[src/rtl/counter_seq_monitor_pkg.sv]
// rtl/counter_seq_monitor_pkg.sv - state encodings for the counter sequence monitor
package counter_seq_monitor_pkg;

   typedef enum logic [1:0] {
      ST_IDLE    = 2'd0,
      ST_ACQUIRE = 2'd1,
      ST_LOCKED  = 2'd2
   } mon_state_t;

endpackage

[src/rtl/counter_seq_monitor.sv]
// rtl/counter_seq_monitor.sv - locks onto a +1 counter sequence, flags breaks, counts errors and wraps
module counter_seq_monitor
   import counter_seq_monitor_pkg::*;
#(
   parameter int WIDTH      = 4,
   parameter int ERR_CNT_W  = 8,
   parameter int RESYNC_LEN = 2
) (
   input  logic                 clk,
   input  logic                 rst,
   input  logic                 sample_en,
   input  logic [WIDTH-1:0]     q_in,
   output logic                 locked,
   output logic                 err_pulse,
   output logic                 wrap_pulse,
   output logic [ERR_CNT_W-1:0] err_count,
   output logic [ERR_CNT_W-1:0] wrap_count,
   output logic [WIDTH-1:0]     exp_value,
   output logic [WIDTH-1:0]     bad_value
);

   localparam int GW = (RESYNC_LEN < 2) ? 1 : $clog2(RESYNC_LEN + 1);
   localparam logic [GW-1:0] RUN_TARGET = GW'(RESYNC_LEN);

   mon_state_t       state, next_state;
   logic [WIDTH-1:0] expected;
   logic [GW-1:0]    good_run;
   logic [GW-1:0]    good_run_next;
   logic             match;
   logic             do_seed, do_adv, do_err, do_wrap, do_run;

   assign match         = (q_in == expected);
   assign good_run_next = good_run + 1'b1;

   always_ff @(posedge clk) begin
      if (rst) begin
         state  <= ST_IDLE;
         locked <= 1'b0;
      end else begin
         state  <= next_state;
         locked <= (next_state == ST_LOCKED);
      end
   end

   always_comb begin
      next_state = state;
      do_seed    = 1'b0;
      do_adv     = 1'b0;
      do_err     = 1'b0;
      do_wrap    = 1'b0;
      do_run     = 1'b0;
      if (sample_en) begin
         case (state)
            ST_IDLE: begin
               do_seed    = 1'b1;
               next_state = ST_ACQUIRE;
            end
            ST_ACQUIRE: begin
               if (match) begin
                  do_adv = 1'b1;
                  do_run = 1'b1;
                  if (good_run_next == RUN_TARGET)
                     next_state = ST_LOCKED;
               end else begin
                  do_seed = 1'b1;
               end
            end
            ST_LOCKED: begin
               if (match) begin
                  do_adv  = 1'b1;
                  do_wrap = (q_in == '0);
               end else begin
                  do_err     = 1'b1;
                  do_seed    = 1'b1;
                  next_state = ST_ACQUIRE;
               end
            end
            default: next_state = ST_IDLE;
         endcase
      end
   end

   // Counters stick at all-ones once saturated; only rst clears them.
   always_ff @(posedge clk) begin
      if (rst) begin
         expected   <= '0;
         good_run   <= '0;
         err_pulse  <= 1'b0;
         wrap_pulse <= 1'b0;
         err_count  <= '0;
         wrap_count <= '0;
         exp_value  <= '0;
         bad_value  <= '0;
      end else begin
         err_pulse  <= do_err;
         wrap_pulse <= do_wrap;
         if (do_seed) begin
            expected <= q_in + 1'b1;
            good_run <= '0;
         end
         if (do_adv)
            expected <= expected + 1'b1;
         if (do_run)
            good_run <= good_run_next;
         if (do_err) begin
            exp_value <= expected;
            bad_value <= q_in;
            if (err_count != '1)
               err_count <= err_count + 1'b1;
         end
         if (do_wrap && (wrap_count != '1))
            wrap_count <= wrap_count + 1'b1;
      end
   end

endmodule

[config.mk]
export PLATFORM = sky130hd
export DESIGN_NAME = counter_seq_monitor
export DESIGN_NICKNAME = d
export VERILOG_FILES = /design/src/rtl/counter_seq_monitor_pkg.sv /design/src/rtl/counter_seq_monitor.sv
export SDC_FILE = /design/constraint.sdc
export NUM_CORES = 1
export LEC_CHECK = 0
export BUFFER_PORTS_ARGS = -buffer_cell sky130_fd_sc_hd__buf_2
export CAP_MARGIN = 5
export CORE_ASPECT_RATIO = 0.75
export CORE_MARGIN = 4
export CORE_UTILIZATION = 40
export CTS_BUF_LIST = sky130_fd_sc_hd__clkbuf_16
export CTS_CLUSTER_SIZE = 8
export DETAILED_ROUTE_END_ITERATION = 10
export SLEW_MARGIN = 10
export SYNTH_ARGS = -nofsm -noshare
export SYNTH_HDL_FRONTEND = slang
export SYNTH_SLANG_ARGS = --single-unit
[constraint.sdc]
create_clock -name clk -period 2.2 [get_ports clk]
set_input_delay 0.11 -clock clk [delete_from_list [all_inputs] [get_ports clk]]
set_output_delay 0.11 -clock clk [all_outputs]
set_load 0.01 [all_outputs]
; ---- Yosys cells after proc, flatten, opt, wreduce, memory -nomap -nowiden
; Index checks and enable logic that the tools add are counted.
[word_totals]
ff_bits = 35
[classes]
mux = 22
n_reduce_logical = 7
n_eq_ne = 7
add_sub_neg = 5
[op_table]
columns = operator, count
row1 = adder 8 x 1 -> 8 bit (second input constant), 2
row2 = != test 8 bit (second input constant), 2
row3 = 2-to-1 mux 1 bit, 12
row4 = 2-to-1 mux 2 bit, 6
row5 = adder 4 x 1 -> 4 bit (second input constant), 2
row6 = 2-to-1 mux 4 bit, 2
row7 = equality test 2 bit (second input constant), 3
row8 = case mux 2 bit (3 select lines), 1
row9 = equality test 4 bit, 1
row10 = logical NOT 4 bit, 1
row11 = nonzero test 2 bit, 2
row12 = adder 2 x 1 -> 2 bit (second input constant), 1
row13 = equality test 2 x 1 -> 1 bit (second input constant), 1
row14 = logical NOT 2 bit, 1
row15 = case mux 1 bit (2 select lines), 1
row16 = AND reduction 2 bit, 1
row17 = OR reduction 2 bit, 1
row18 = logical AND 1 bit, 1

; ---- Logic depth before layout (Yosys ltp)
[logic_depth]
depth_word = 7
ltp_mapped = 8
mapped_depth_nobuf = 6

; ---- Worst setup path after synthesis
; No wires, ideal clock.
[synth_path]
kind = reg-to-reg
from = reg expected[1]
to = reg wrap_count[3]
synth_period_minus_slack_ps = 2027
path_stages_with_launch = 7
setup_time_ps = 123
arrival_ps = 1903
slack_ps = 173
n_path_buf = 2
required_ps = 2077
cell_sequence = dfxtp_1 -> xor2_1 -> or4_1 -> buf_6 -> buf_8 -> nor4_2 -> mux2_1
[synth_via]
elab_chain_cells = 5
[synth_rtl]
columns = element, line
row1 = start: declaration, counter_seq_monitor.sv:26  ; logic [WIDTH-1:0] expected;
row2 = start signal: assignment, counter_seq_monitor.sv:98  ; expected <= q_in + 1'b1;
row3 = start signal: assignment, counter_seq_monitor.sv:102  ; expected <= expected + 1'b1;
row4 = equality test 4 bit, counter_seq_monitor.sv:32  ; assign match = (q_in == expected);
row5 = 2-to-1 mux 1 bit, counter_seq_monitor.sv:69  ; if (match) begin
row6 = 2-to-1 mux 1 bit, counter_seq_monitor.sv:53  ; case (state)
row7 = 2-to-1 mux 1 bit, counter_seq_monitor.sv:52  ; if (sample_en) begin
row8 = logical AND 1 bit, counter_seq_monitor.sv:111  ; if (do_wrap && (wrap_count != '1))
row9 = end signal: assignment, counter_seq_monitor.sv:112  ; wrap_count <= wrap_count + 1'b1;
row10 = end: declaration, counter_seq_monitor.sv:17  ; output logic [ERR_CNT_W-1:0] wrap_count,
; No other way between the ends.
; A chain may end at the register's enable or synchronous reset.

; ---- Final worst setup path
; Same ends and word-level chain as after synthesis.

==> results.toml <==
[clock_tree]
ctsHtreeMaxLevel = 2
path_clk_slew_ns = 0.06
cts-buffers-inserted = 5
clockRootBuffer = "clkbuf_16"
clock_sinks = 35
insertion_delay_ns = 0.28
cts_tree = "built"
postCtsSetupRepairBufs = 0
cts_buffer_depth = 2

[setup_path]
crit_path_end_kind = "register"
worstPathRequired_ns = 2.37
cp_slowest_cell = "or4_4"
slowest_delay_ns = 0.58
worstPathCellList = "xor2_1, or4_4, buf_4, nor4_2, mux2_1"
critPathBufInv = 1
critPathLaunchType = "register"
cp_max_fo = 4
cp_top_family = "simple AND/OR/NAND/NOR gates"
arrival_ns = 2.19
critPathKind = "register to register"

[sta]
setup_viol = 0
fin_crit_ns = 2.02
max_slew_margin = 0.660
grt_setup_unrepaired = "no"
skew_ns = 0.00403
max_freq_mhz = 494
max_slew.worst_pin.slew_ns = 0.503
finalCritPeriodShare = 0.920
hold_viol = 0
maxSlewViolCount = 0
fin_setup_tns_ns = 0

[yosys]
synth_top_family_by_area = "simple AND/OR/NAND/NOR gates"
yosysUniqueCellTypes = 41
synthCells = 217
synthTopCellsByCount = "dfxtp_1 (35), nand2_1 (22), a21oi_1 (16)"
synthTopCellsByArea = "dfxtp_1 (37%), ha_1 (5.2%), nor2b_1 (4.9%)"
synthAdderAreaFrac = 0.0524
synth-simple-area-share = 0.274
synth_seq_area_share = 0.367
synth-xor-area-share = 0.0275
synth_edf_count = 0
synth_area_leader_cell = "dfxtp_1"
synth_area_per_cell_sq_um = 8.80
syn-cell-area_sq_um = 1910
synth_warnings = 0
synth_compound_area_frac = 0.137
synth.most_common_cell = "dfxtp_1"
async_flop_share = 0
synthMuxAreaShare = 0.0760
syn-num-nets = 232
yosys_register_bits = 35
yosysTopAreaCellShare = 0.367
synth-main-ff-cell = "dfxtp_1"

[power]
fin_total_pwr_mw = 1.45
cellPowerDensity_nw_per_um2 = 632
vdd_drop_max_mv = 0.433
p_leak_nw = 0.921

[global_routing]
grt_pass1_wl_microns = 6730
grt_usage = 0.147
antenna_found_initial = 0
grt_overflow = 0
grt_max_degree = 49
grt_pass1_vias = 1501

[job]
maxCapViolCount = 0

[die]
die_w_microns = 87.8
die_area_sq_um = 5950
core_sq_um = 4550
num_rows = 21
io_pins = 34
initial_core_util = 0.420
die_y_microns = 67.8

[place]
portBuffers = 33
place.detailed.hpwl_microns = 2900
gp_congestion = 0.860

[drt]
detail_route.iter0.violations = 62
drcViolationCount = 0
wl_per_cell_microns = 13.0
first_pass_iters = 4
viasPerCell = 5.18
wl_microns = 4020
num_vias = 1607
drtAntennaViolNets = 0

[layout]
syn_to_final_growth_pct = 19.9
nFillCells = 446
antennaDiodeCount = 0
layout.nets = 267
drive_gt1_frac = 0.257

[min_path]
hold_class = "input pin to register"

[status]
status = "completed"
## power by group
group / internal (mW) / leakage [nW] / switching, mW / total, mW
registers: 0.642 / 0.283 / 0.00736 / 0.650
logic: 0.0510 / 0.567 / 0.0736 / 0.125
clock network: 0.412 / 0.0710 / 0.261 / 0.673
## cells by family (layout without fill, tap and decap cells)
group	after synthesis	in the layout
buffers and inverters	26	62
AOI/OAI and AO/OA	38	38
xor gates and xnor gates	6	6
adders and majority gates	8	8
DFF	35	35
muxes	13	13
and+or+nand+nor	91	91
## placed cells by master, fill, tap and decap left out, types with 2 or more instances in the layout
cell,instances
dfxtp_1,35
buf_2,33
nand2_1,22
a21oi_1,16
nor2b_1,15
nor2_1,14
inv_1,12
buf_4,10
nand3_1,8
ha_1,8
mux2_2,7
nor4_1,6
xor2_1,5
mux2_1,5
or4_1,5
o31ai_1,5
clkbuf_16,5
nor4_2,4
a31oi_1,4
o21ai_0,3
nor3_1,3
nand4_1,2
and4_1,2
o41ai_1,2
nand2b_1,2
o211ai_1,2
or3_1,2
## area by class of cell
class                   count  area (sq um)  share of cell area
clock buffers               5           125              0.0547
clock inverters             3          16.3             0.00711
inverters                  11          41.3              0.0180
multi-input cells         156          1090               0.478
flip-flops and latches     35           701               0.306
well taps                  57          71.3              0.0312
repair buffers             43           240               0.105
## final timing paths
check          startpoint             to  slack (ns)  cells after the start
max           expected[1]  wrap_count[3]        0.18                      5
min               q_in[3]   bad_value[3]        0.11                      3
max reg2reg   expected[1]  wrap_count[3]        0.18                      5
min reg2reg  bad_value[3]   bad_value[3]        0.45                      2
## through the flow
stage / utilization / cells / hold slack, ns / area, sq um / worst slack, ns
floorplan: - / 217 / 0.226 / 1910 / 0.173
global placement: 0.472 / 302 / 0.405 / 2140 / 0.107
detailed placement: 0.472 / 302 / 0.405 / 2140 / 0.0869
CTS: 0.503 / 310 / 0.106 / 2280 / 0.0775
global route: 0.503 / 310 / 0.131 / 2290 / 0.0634
finish: 0.503 / 310 / 0.109 / 2290 / 0.176
## flip-flops by register name (all words and copies together), names as in the netlist
name        count
good_run        2
err_pulse       1
exp_value       4
wrap_pulse      1
bad_value       4
locked          1
expected        4
wrap_count      8
err_count       8
state           2
## worst register-to-register path, cell delays in order, from the launching register on
cell and delay [ns]:
dfxtp_1 0.33, xor2_1 0.17, or4_4 0.58, buf_4 0.18, nor4_2 0.30, mux2_1 0.35
## metal layers
| layer | global-route usage | share of wire | up-vias |
|---|---|---|---|
| li1 | - | - | 848 |
| met2 | 0.213 | 0.41 | 22 |
| met4 | 0.0862 | 0.022 | 0 |
| met1 | 0.191 | 0.52 | 730 |
| met3 | 0.0469 | 0.042 | 7 |
| met5 | 0 | 0 | - |
## repair_timing
item	4_1_cts	5_1_grt
endpoints found under the setup margin	0	1
gates resized for setup	0	1
hold buffers	0	0
Power figures use the tool's default switching activity.
